File: src/rtl/pipe_stage_pkg.sv
// Shared types and helpers for the core's stage-boundary buffers.
// Stage structs are cast to a flat vector when handed to pipe_stage_buf.
package pipe_stage_pkg;

  localparam logic [31:0] NOP_INSTR = 32'h0000_0013;

  typedef struct packed {
    logic valid;
    logic ready;
  } stage_hs_t;

  typedef struct packed {
    logic [31:0] pc;
    logic [31:0] instr;
  } if_id_t;

  typedef struct packed {
    logic [31:0] pc;
    logic [31:0] instr;
    logic [4:0]  rd;
    logic        reg_we;
  } id_ex_t;

  function automatic if_id_t if_id_bubble();
    if_id_t b;
    b.pc    = '0;
    b.instr = NOP_INSTR;
    return b;
  endfunction

  function automatic id_ex_t id_ex_bubble();
    id_ex_t b;
    b.pc     = '0;
    b.instr  = NOP_INSTR;
    b.rd     = '0;
    b.reg_we = 1'b0;
    return b;
  endfunction

  function automatic logic [1:0] count_valid(input logic a, input logic b);
    return {1'b0, a} + {1'b0, b};
  endfunction

endpackage

File: src/rtl/sat_counter.sv
// Saturating up-counter with enable and synchronous clear; holds at all-ones.
module sat_counter #(
  parameter int CNT_W = 16
) (
  input  logic             clk,
  input  logic             clr,
  input  logic             en,
  output logic [CNT_W-1:0] count
);

  localparam logic [CNT_W-1:0] ONE = CNT_W'(1);

  // NOTE: sequential state is written only with non-blocking assignments so
  // every register samples pre-edge values regardless of block ordering.
  always_ff @(posedge clk) begin
    if (clr) begin
      count <= '0;
    end else if (en && (count != '1)) begin
      count <= count + ONE;
    end
  end

endmodule

File: src/rtl/pipe_stage_buf.sv
// Elastic stage-boundary buffer: valid/ready handshake, flush to bubble,
// optional skid entry (DEPTH=2) and a saturating backpressure counter.
module pipe_stage_buf
  import pipe_stage_pkg::*;
#(
  parameter int               WIDTH  = 32,
  parameter int               DEPTH  = 2,
  parameter logic [WIDTH-1:0] BUBBLE = '0,
  parameter int               CNT_W  = 16
) (
  input  logic             clk,
  input  logic             reset,
  input  logic             flush,
  input  logic             in_valid,
  output logic             in_ready,
  input  logic [WIDTH-1:0] in_data,
  output logic             out_valid,
  input  logic             out_ready,
  output logic [WIDTH-1:0] out_data,
  output logic [1:0]       occupancy,
  output logic [CNT_W-1:0] stall_cnt
);

  if (DEPTH != 1 && DEPTH != 2) begin : g_bad_depth
    $error("pipe_stage_buf: DEPTH must be 1 or 2");
  end

  localparam bit HAS_SKID = (DEPTH == 2);

  logic             main_valid, skid_valid;
  logic [WIDTH-1:0] main_data, skid_data;
  stage_hs_t        in_hs, out_hs;
  logic             push, pop;

  if (HAS_SKID) begin : g_ready_skid
    assign in_ready = !skid_valid;
  end else begin : g_ready_pass
    // NOTE: without a skid entry, ready must pass out_ready through
    // combinationally or a full buffer could never refill while draining.
    assign in_ready = !main_valid || out_ready;
  end

  assign in_hs  = '{valid: in_valid,   ready: in_ready};
  assign out_hs = '{valid: main_valid, ready: out_ready};
  assign push   = in_hs.valid  & in_hs.ready;
  assign pop    = out_hs.valid & out_hs.ready;

  // Data registers reload BUBBLE whenever their entry empties, so out_data
  // needs no output mux and in_data is only captured on push.
  always_ff @(posedge clk) begin
    if (reset || flush) begin
      main_valid <= 1'b0;
      main_data  <= BUBBLE;
      skid_valid <= 1'b0;
      skid_data  <= BUBBLE;
    end else if (pop) begin
      if (skid_valid) begin
        main_data <= skid_data;
        if (push) begin
          skid_data <= in_data;
        end else begin
          skid_valid <= 1'b0;
          skid_data  <= BUBBLE;
        end
      end else if (push) begin
        main_data <= in_data;
      end else begin
        main_valid <= 1'b0;
        main_data  <= BUBBLE;
      end
    end else if (push) begin
      if (!main_valid) begin
        main_valid <= 1'b1;
        main_data  <= in_data;
      end else if (HAS_SKID) begin
        skid_valid <= 1'b1;
        skid_data  <= in_data;
      end
    end
  end

  assign out_valid = main_valid;
  assign out_data  = main_data;
  assign occupancy = count_valid(main_valid, skid_valid);

  sat_counter #(.CNT_W(CNT_W)) u_stall_cnt (
    .clk   (clk),
    .clr   (reset),
    .en    (main_valid & !out_ready),
    .count (stall_cnt)
  );

endmodule

File: config.mk
export PLATFORM = sky130hd
export DESIGN_NAME = pipe_stage_buf
export DESIGN_NICKNAME = d
export VERILOG_FILES = /design/src/rtl/pipe_stage_pkg.sv /design/src/rtl/sat_counter.sv /design/src/rtl/pipe_stage_buf.sv
export SDC_FILE = /design/constraint.sdc
export NUM_CORES = 1
export LEC_CHECK = 0
export ABC_AREA = 1
export BUFFER_PORTS_ARGS = -buffer_cell sky130_fd_sc_hd__clkbuf_2
export CAP_MARGIN = 30
export CORE_MARGIN = 2
export CORE_UTILIZATION = 40
export DETAILED_ROUTE_END_ITERATION = 6
export GPL_ROUTABILITY_DRIVEN = 0
export GPL_TIMING_DRIVEN = 0
export PLACE_DENSITY_LB_ADDON = 0.12
export SETUP_SLACK_MARGIN = 0.02
export SYNTH_ARGS = -nofsm -noshare
export SYNTH_HDL_FRONTEND = slang
export SYNTH_HIERARCHICAL = 1
export SYNTH_SLANG_ARGS = --single-unit
export TNS_END_PERCENT = 1
File: constraint.sdc
create_clock -name clk -period 2.18 [get_ports clk]
set_input_delay 0.218 -clock clk [delete_from_list [all_inputs] [get_ports clk]]
set_output_delay 0.218 -clock clk [all_outputs]
set_load 0.03 [all_outputs]
==> Flow_metrics.wiki, run 1 <==
{| class="wikitable"
! Metric !! Value
|-
| Distinct cell type count after synthesis || 27
|-
| Mapped Nets || 664
|-
| Combined area of all synthesized cells || 0.004029 mm2
|-
| Total area of sequential cells || 0.001643 mm2
|-
| Non-filler cells in the finished layout || 859
|-
| Final Util || 0.4914
|-
| Final setup violating endpoints || 0
|-
| Die extent in x || 104.4 um
|-
| Overflow left after global routing || 0
|-
| CP arrival || 2.25 ns
|-
| Setup repair after global routing missed its margin || no
|-
| Clock tree root buffer cell || sky130_fd_sc_hd__clkbuf_8
|-
| Required time of the critical path || 2.47 ns
|-
| Max frequency || 510.7 MHz
|-
| Routed via count divided by cell count || 4.703
|-
| Average instance area after synthesis || 6.457 um2
|-
| Total DRC errors in the routed layout || 0
|-
| Detailed router's first-iteration violation count || 169
|-
| Worst-case vdd ir drop || 0.2606 mV
|-
| Fraction of power spent switching nets || 0.2807
|-
| Area of the die || 0.01089 mm2
|-
| Global-route wire length before repair || 17,310 um
|-
| Std-Cell Rows || 36
|-
| H-tree level count || 3
|-
| DPL Wire Length || 7521 um
|-
| Relative area change from synthesis to final layout || 19.22%
|-
| Combined global-route utilization of all metal layers || 0.1956
|-
| Initial antenna violation count || 0
|-
| Via count of the first global-routing pass || 3,634
|-
| Cts-stage hold buffer count || 0
|-
| P per Cell Area || 620.3 mW/mm2
|-
| Clock network power share || 0.337
|-
| Post-placement setup slack || -0.03088 ns
|-
| Category of the worst setup path launch point || register
|-
| Port Buffer Count || 88
|-
| Internal cell power || 0.002143 W
|-
| Antenna-violating nets left || 0
|-
| Transition time at the pin with the least slew margin || 0.5275 ns
|-
| Slew margin rel. || 0.6483
|-
| Critical path's slowest cell || sky130_fd_sc_hd__dfxtp_2
|-
| Starting density of the core || 0.4122
|-
| Count of filler cells inserted in the layout || 1,068
|-
| Static Leakage || 2.347 nW
|-
| Setup Crit Path Kind || reg -> reg
|-
| Critical path fanouts, max || 17
|-
| Maximum number of pins on one net before global-route repair || 13
|-
| Total net switching power || 0.0008364 W
|-
| Worst min path class || in -> reg
|-
| Min Clock Period, post-route || 1.958 ns
|-
| Total vias in the final route || 4,040
|-
| Cell types occupying the most area after synthesis || sky130_fd_sc_hd__dfxtp_1 (41%), sky130_fd_sc_hd__nand2_1 (17%), sky130_fd_sc_hd__nor2_1 (12%)
|-
| Fraction of layout cells with a size suffix above 1 || 0.2052
|-
| 1st-pass router iterations || 4
|-
| Max stage delay on crit path || 0.43 ns
|-
| Total of max-cap violations || 0
|-
| Placeable core region || 0.009774 mm2
|-
| Number of instances in the synthesized netlist || 624
|-
| Worst-Skew Late Latency || 0.35 ns
|-
| Library cell with the largest summed area after synthesis || sky130_fd_sc_hd__dfxtp_1
|-
| Buffers from clock root to sink, at most || 2
|-
| Share of power burned in combinational logic || 0.139
|-
| Wire length after detailed routing || 10,310 um
|-
| Combined area of the multi-input logic cells || 0.002007 mm2
|-
| Hold Fails Final Rpt || 0
|-
| Setup ws final || 0.2220 ns
|-
| CTS tree || done
|-
| WHS || 0.1271 ns
|-
| Cell type group with the largest total delay on the critical path || simple AND/OR/NAND/NOR gates
|-
| Proportion of netlist area held by the largest area contributor || 0.4075
|-
| Setup_tns || 0 ns
|-
| Warning count from the yosys run || 6
|-
| FF+latch count, synth || 82
|-
| Critical Path Sink Type || register
|-
| Run status || finished, final reports clean
|-
| Average routed wire per standard cell || 12.00 um
|-
| Clock net sink count || 82
|-
| Slew Viols, Final || 0
|-
| Proportion of synthesized chip area in sequential cells || 0.4075
|-
| Portion of total power attributed to sequential cells || 0.524
|-
| Number of top-level design ports || 89
|-
| Clock-pin transition on the worst setup and hold timing paths || 0.08 ns
|-
| Crit path buf inv count || 2
|-
| Instance count after placement with tap cells included || 845
|-
| # diodes || 0
|-
| Cts bufs inserted || 9
|-
| List of cells traversed by the critical path || nand2_2, ha_1, inv_1, nand2_1, nor2_2, buf_2, o21ai_0, nor2_1
|-
| Number of nets at the end of the flow || 762
|-
| Die extent in y || 104.4 um
|-
| Post-CTS setup repair buffer count || 0
|-
| Clock skew || 0.006459 ns
|-
| Crit share post-route || 0.8982
|}
final cells by class:
class | count | area share
Inverter | 48 | 0.03751
Multi-Input combinational cell | 461 | 0.4178
Clock inverter | 3 | 0.003126
Buffer | 32 | 0.04090
Clock buffer | 12 | 0.03230
Sequential cell | 82 | 0.3420
Timing Repair Buffer | 88 | 0.09169
Tap cell | 133 | 0.03464
kinds of logic (layout without fill, tap and decap cells):
logic type | after synthesis | after routing | share of synthesized area
and+or+nand+nor | 383 | 383 | 0.3938
DFF | 82 | 82 | 0.4075
buffers and inverters | 81 | 183 | 0.09441
AOI/OAI and AO/OA | 75 | 75 | 0.09503
adders and majority gates | 3 | 3 | 0.009318
registers in the layout, summed over array words and instances, names as in the netlist:
signal             cells
out_data              32
skid_data             32
u_stall_cnt/count     16
out_valid              1
skid_valid             1
cell usage after synthesis:
master / count
sky130_fd_sc_hd__o21ai_1: 7
sky130_fd_sc_hd__clkbuf_4: 1
sky130_fd_sc_hd__nand2_1: 180
sky130_fd_sc_hd__ha_1: 3
sky130_fd_sc_hd__a21boi_0: 1
sky130_fd_sc_hd__nor2_4: 3
sky130_fd_sc_hd__nor3_1: 1
sky130_fd_sc_hd__inv_2: 3
sky130_fd_sc_hd__clkbuf_1: 9
sky130_fd_sc_hd__nand2_2: 3
sky130_fd_sc_hd__nor2_2: 11
sky130_fd_sc_hd__a21oi_2: 1
sky130_fd_sc_hd__nor2_8: 1
sky130_fd_sc_hd__inv_1: 45
sky130_fd_sc_hd__a31oi_1: 1
sky130_fd_sc_hd__nand2_4: 1
sky130_fd_sc_hd__buf_6: 6
sky130_fd_sc_hd__buf_2: 13
sky130_fd_sc_hd__or2_0: 1
sky130_fd_sc_hd__nor2_1: 134
sky130_fd_sc_hd__nand3_1: 45
sky130_fd_sc_hd__o21ai_0: 26
sky130_fd_sc_hd__a21oi_1: 39
sky130_fd_sc_hd__buf_4: 3
sky130_fd_sc_hd__nand4_1: 3
sky130_fd_sc_hd__dfxtp_1: 82
sky130_fd_sc_hd__buf_1: 1
final timing paths:
check             slack [ns]           from  depth (start not counted)             to
setup / recovery        0.22      out_valid                          8   skid_data[8]
hold / removal          0.13    in_data[27]                          3  skid_data[27]
setup reg to reg        0.22      out_valid                          8   skid_data[8]
hold reg to reg         0.50  skid_data[18]                          2  skid_data[18]
through the flow:
| stage | area [um2] | power (W) |
|---|---|---|
| CTS | 4807 | 0.003018 |
| detailed placement | 4636 | 0.002015 |
| floorplan | 4029 | 0.001879 |
| global placement | 4636 | 0.002010 |
| finish | 4803 | 0.002980 |
| global route | 4803 | 0.003142 |
power by group through the flow:
| stage | clock network [W] | logic, W | registers, W |
|---|---|---|---|
| floorplan | 0 | 0.000219 | 0.00166 |
| global placement | 0 | 0.000413 | 0.00160 |
| detailed placement | 0 | 0.000417 | 0.00160 |
| CTS | 0.00104 | 0.000418 | 0.00156 |
| global route | 0.00111 | 0.000463 | 0.00157 |
| finish | 0.00100 | 0.000413 | 0.00156 |
worst reg2reg max path, delay by kind of cell (launching register included):
family,cells,cell delay [ns]
and+or+nand+nor,4,0.71
DFF,1,0.43
buffers and inverters,2,0.36
adders and majority gates,1,0.30
AOI/OAI and AO/OA,1,0.10
cells in the final DEF (no fill, tap or decap), types with 3 or more instances in the layout:
cell type                  instances
sky130_fd_sc_hd__clkbuf_2         88
sky130_fd_sc_hd__o21ai_1           7
sky130_fd_sc_hd__a21oi_1          39
sky130_fd_sc_hd__nand2_1         180
sky130_fd_sc_hd__clkinv_2          3
sky130_fd_sc_hd__ha_1              3
sky130_fd_sc_hd__nor2_1          134
sky130_fd_sc_hd__inv_1            45
sky130_fd_sc_hd__nand3_1          45
sky130_fd_sc_hd__nor2_2           11
sky130_fd_sc_hd__nand2_2           3
sky130_fd_sc_hd__inv_2             3
sky130_fd_sc_hd__dfxtp_1          81
sky130_fd_sc_hd__clkbuf_1         10
sky130_fd_sc_hd__nand4_1           3
sky130_fd_sc_hd__buf_6             6
sky130_fd_sc_hd__nor2_4            3
sky130_fd_sc_hd__o21ai_0          26
sky130_fd_sc_hd__clkbuf_8         11
sky130_fd_sc_hd__buf_4             3
sky130_fd_sc_hd__buf_2            13
routing by layer:
metal | share of wire | track usage | vias to the layer above
met5 | 0 | 0 | -
met4 | 0.015 | 0.07625 | 0
met3 | 0.043 | 0.02820 | 10
met2 | 0.46 | 0.3095 | 95
met1 | 0.49 | 0.2683 | 1799
li1 | - | - | 2136
what timing repair did:
action | 4_1_cts | 5_1_grt
resized for setup | 1 | 0
setup endpoints to repair | 30 | 30
pin swaps | 0 | 0
No activity file was read; power rests on OpenSTA's default activity.
==> run 2: changes to the inputs <==
--- a/config.mk
+++ b/config.mk
@@ -5,7 +5,7 @@
 export SDC_FILE = /design/constraint.sdc
 export NUM_CORES = 1
 export LEC_CHECK = 0
-export ABC_AREA = 1
+export ABC_AREA = 0
 export BUFFER_PORTS_ARGS = -buffer_cell sky130_fd_sc_hd__clkbuf_2
 export CAP_MARGIN = 30
 export CORE_MARGIN = 2
==> Flow_metrics.wiki, run 2 <==
{| class="wikitable"
! Metric !! Value
|-
| Static Leakage || 1.709 nW (was 2.347 nW)
|-
| Met2 wire length || 4453 um (was 4696 um)
|-
| Critical path startpoint || out_valid (unchanged)
|-
| End of the worst register-to-register path || skid_data[13] (was skid_data[8])
|-
| Worst min path class || in -> reg (unchanged)
|-
| Wire length on met1 || 4731 um (was 5022 um)
|-
| Combined area of all synthesized cells || 0.003749 mm2 (was 0.004029 mm2)
|-
| Worst reg2reg path startpoint || out_valid (unchanged)
|-
| Overflow left after global routing || 0 (unchanged)
|-
| Cell types occupying the most area after synthesis || sky130_fd_sc_hd__dfxtp_1 (44%), sky130_fd_sc_hd__o21ai_1 (8.7%), sky130_fd_sc_hd__nand2_1 (6.7%) (was sky130_fd_sc_hd__dfxtp_1 (41%), sky130_fd_sc_hd__nand2_1 (17%), sky130_fd_sc_hd__nor2_1 (12%))
|-
| Die extent in y || 100.8 um (was 104.4 um)
|-
| Main synth FF type || sky130_fd_sc_hd__dfxtp_1 (unchanged)
|-
| Proportion of synthesized chip area in sequential cells || 0.4379 (was 0.4075)
|-
| Fraction of layout cells with a size suffix above 1 || 0.2888 (was 0.2052)
|-
| Final setup violating endpoints || 0 (unchanged)
|-
| Number of cells on the worst reg-to-reg path || 9 (was 8)
|-
| Met3 WL || 605 um (was 441 um)
|-
| Average routed wire per standard cell || 15.07 um (was 12.00 um)
|-
| End of the critical path || skid_data[13] (was skid_data[8])
|-
| Global-route wire length before repair || 15,780 um (was 17,310 um)
|-
| Post-placement setup slack || 0.002407 ns (was -0.03088 ns)
|-
| Antenna-violating nets left || 0 (unchanged)
|-
| Clock skew || 0.009406 ns (was 0.006459 ns)
|-
| Max frequency || 487.2 MHz (was 510.7 MHz)
|-
| Maximum number of pins on one net before global-route repair || 13 (unchanged)
|-
| Number of enable flip-flop cells after synthesis || 0 (unchanged)
|-
| Average instance area after synthesis || 8.424 um2 (was 6.457 um2)
|-
| Share of flip-flops with an asynchronous set or reset after synthesis || 0 (unchanged)
|-
| Top library cells by usage in the layout, fill and taps aside || sky130_fd_sc_hd__clkbuf_2 (90), sky130_fd_sc_hd__dfxtp_1 (81), sky130_fd_sc_hd__nand2_1 (67) (was sky130_fd_sc_hd__nand2_1 (180), sky130_fd_sc_hd__nor2_1 (134), sky130_fd_sc_hd__clkbuf_2 (88))
|-
| Routed via count divided by cell count || 5.388 (was 4.703)
|-
| Clock tree root buffer cell || sky130_fd_sc_hd__clkbuf_8 (unchanged)
|-
| Initial antenna violation count || 0 (unchanged)
|-
| Detailed router's first-iteration violation count || 176 (was 169)
|-
| Number of nets at the end of the flow || 584 (was 762)
|-
| Non-filler cells in the finished layout || 658 (was 859)
|-
| Min Clock Period, post-route || 2.052 ns (was 1.958 ns)
|-
| Total vias in the final route || 3,545 (was 4,040)
|-
| Most common library cell in the layout ignoring fill and taps || sky130_fd_sc_hd__clkbuf_2 (was sky130_fd_sc_hd__nand2_1)
|-
| Warning count from the yosys run || 6 (unchanged)
|-
| Slew Viols, Final || 0 (unchanged)
|-
| Transition time at the pin with the least slew margin || 0.6660 ns (was 0.5275 ns)
|-
| Mapped Nets || 485 (was 664)
|-
| Critical path fanouts, max || 10 (was 17)
|-
| WHS || 0.1029 ns (was 0.1271 ns)
|-
| Number of instances in the synthesized netlist || 445 (was 624)
|-
| Setup Crit Path Kind || reg -> reg (unchanged)
|-
| Total of max-cap violations || 0 (unchanged)
|-
| Worst-Skew Late Latency || 0.35 ns (about the same)
|-
| Clock net sink count || 82 (unchanged)
|-
| 1st-pass router iterations || 6 (was 4)
|-
| Cts bufs inserted || 9 (unchanged)
|-
| Wire length after detailed routing || 9917 um (was 10,310 um)
|-
| DPL Wire Length || 6855 um (was 7521 um)
|-
| Placeable core region || 0.009153 mm2 (was 0.009774 mm2)
|-
| Final Util || 0.4962 (was 0.4914)
|-
| # diodes || 0 (unchanged)
|-
| Relative area change from synthesis to final layout || 21.16% (was 19.22%)
|-
| Die extent in x || 100.8 um (was 104.4 um)
|-
| Total DRC errors in the routed layout || 0 (unchanged)
|-
| CP arrival || 2.32 ns (was 2.25 ns)
|-
| Run status || finished, final reports clean (unchanged)
|-
| P per Cell Area || 675.1 mW/mm2 (was 620.3 mW/mm2)
|-
| Hold Fails Final Rpt || 0 (unchanged)
|-
| Port Buffer Count || 88 (unchanged)
|-
| Std-Cell Rows || 35 (was 36)
|-
| Area of the die || 0.01016 mm2 (was 0.01089 mm2)
|-
| Proportion of netlist area held by the largest area contributor || 0.4379 (was 0.4075)
|-
| Register-to-register path setup slack || 0.13 ns (was 0.22 ns)
|-
| Crit share post-route || 0.9415 (was 0.8982)
|-
| H-tree level count || 3 (unchanged)
|-
| Number of top-level design ports || 89 (unchanged)
|-
| Distinct cell type count after synthesis || 49 (was 27)
|-
| Category of the worst setup path launch point || register (unchanged)
|-
| Required time of the critical path || 2.45 ns (was 2.47 ns)
|-
| Count of filler cells inserted in the layout || 925 (was 1,068)
|-
| Instance count after placement with tap cells included || 644 (was 845)
|-
| Commonest cells in the netlist || sky130_fd_sc_hd__dfxtp_1 (82), sky130_fd_sc_hd__nand2_1 (67), sky130_fd_sc_hd__o21ai_1 (65) (was sky130_fd_sc_hd__nand2_1 (180), sky130_fd_sc_hd__nor2_1 (134), sky130_fd_sc_hd__dfxtp_1 (82))
|-
| Via count of the first global-routing pass || 3,341 (was 3,634)
|-
| FF+latch count, synth || 82 (unchanged)
|-
| Most frequent cell after synthesis || sky130_fd_sc_hd__dfxtp_1 (was sky130_fd_sc_hd__nand2_1)
|-
| Worst-case vdd ir drop || 0.3986 mV (was 0.2606 mV)
|-
| Highest metal layer with signal wires || met4 (unchanged)
|-
| CTS tree || done (unchanged)
|-
| Setup repair after global routing missed its margin || yes (was no)
|-
| Library cell with the largest summed area after synthesis || sky130_fd_sc_hd__dfxtp_1 (unchanged)
|-
| Buffers from clock root to sink, at most || 2 (unchanged)
|-
| Cts-stage hold buffer count || 0 (unchanged)
|-
| Slew margin rel. || 0.5502 (was 0.6483)
|-
| Setup ws final || 0.1276 ns (was 0.2220 ns)
|-
| Critical Path Sink Type || register (unchanged)
|-
| Clock-pin transition on the worst setup and hold timing paths || 0.08 ns (about the same)
|-
| Combined global-route utilization of all metal layers || 0.1942 (was 0.1956)
|-
| Starting density of the core || 0.4096 (was 0.4122)
|}
-- run 2: cell count changes after synthesis, sizes merged, moves of 6 or more --
cell    previous run  this run
a211oi             0        29
inv               48         6
nand2            184        68
nand3             45         7
nor2             149         9
nor3               1        37
o21ai             33        70
o31ai              0         6
or4                0         7
-- run 2: where the power goes --
| part | internal (W) | switching [W] |
|---|---|---|
| Combinational | 0.000134 | 0.000272 |
| Sequential | 0.00153 | 0.0000209 |
| Clock | 0.000576 | 0.000533 |
-- run 2: worst max-delay path, cell delays in order (launching register included) --
cell	delay, ns
sky130_fd_sc_hd__dfxtp_2	0.42
sky130_fd_sc_hd__buf_6	0.16
sky130_fd_sc_hd__and2_1	0.12
sky130_fd_sc_hd__buf_2	0.17
sky130_fd_sc_hd__inv_2	0.07
sky130_fd_sc_hd__ha_1	0.26
sky130_fd_sc_hd__nor3b_2	0.28
sky130_fd_sc_hd__clkbuf_4	0.27
sky130_fd_sc_hd__nand2_1	0.07
sky130_fd_sc_hd__a21oi_1	0.15
-- run 2: cell families after synthesis --
logic type / share of synthesized area
flops: 0.4379
mux: 0.005674
simple gates: 0.2233
fa+ha+maj: 0.01001
xor+xnor: 0.004674
compound gates: 0.2630
buf+inv: 0.05541
-- run 2: timing repair --
action,in CTS,in global routing
endpoints found under the setup margin,29,30
gates resized for setup,3,9
setup buffers,0,0
-- run 2: metal layers --
metal	global-route usage	vias to the layer above
met4	0.06322	0
met3	0.03329	8
li1	-	1821
met5	0	-
met2	0.3113	104
met1	0.2655	1612
-- run 2: worst min path at each step --
stage                  start       endpoint  slack, ns  cells past startpoint
6_report         in_data[28]  skid_data[28]       0.10                      3
5_1_grt          in_data[16]  skid_data[16]       0.10                      3
4_1_cts           in_data[3]   skid_data[3]        0.1                      3
3_5_place_dp      in_data[3]   skid_data[3]       0.47                      3
3_3_place_gp   skid_data[23]  skid_data[23]       0.46                      2
2_1_floorplan     in_data[0]   skid_data[0]       0.36                      2
-- run 2: cell type report --
| class | instances | area [um2] | share of cell area |
|---|---|---|---|
| clock inverter | 3 | 40.04 | 0.008815 |
| buffer | 37 | 198.9 | 0.04380 |
| timing repair buffer | 88 | 440.4 | 0.09697 |
| multi-input combinational | 320 | 1907 | 0.4198 |
| sequential | 82 | 1643 | 0.3617 |
| tap | 111 | 138.9 | 0.03058 |
| inverter | 6 | 22.52 | 0.004959 |
| clock buffer | 11 | 151.4 | 0.03333 |
-- run 2: stage by stage --
| step | TNS, ns | total power, W | instance area [um2] |
|---|---|---|---|
| floorplan | 0 | 0.001854 | 3749 |
| global placement | 0 | 0.001985 | 4328 |
| detailed placement | 0 | 0.001989 | 4328 |
| CTS | 0 | 0.003088 | 4523 |
| global route | -0.6043 | 0.003194 | 4542 |
| finish | 0 | 0.003066 | 4542 |
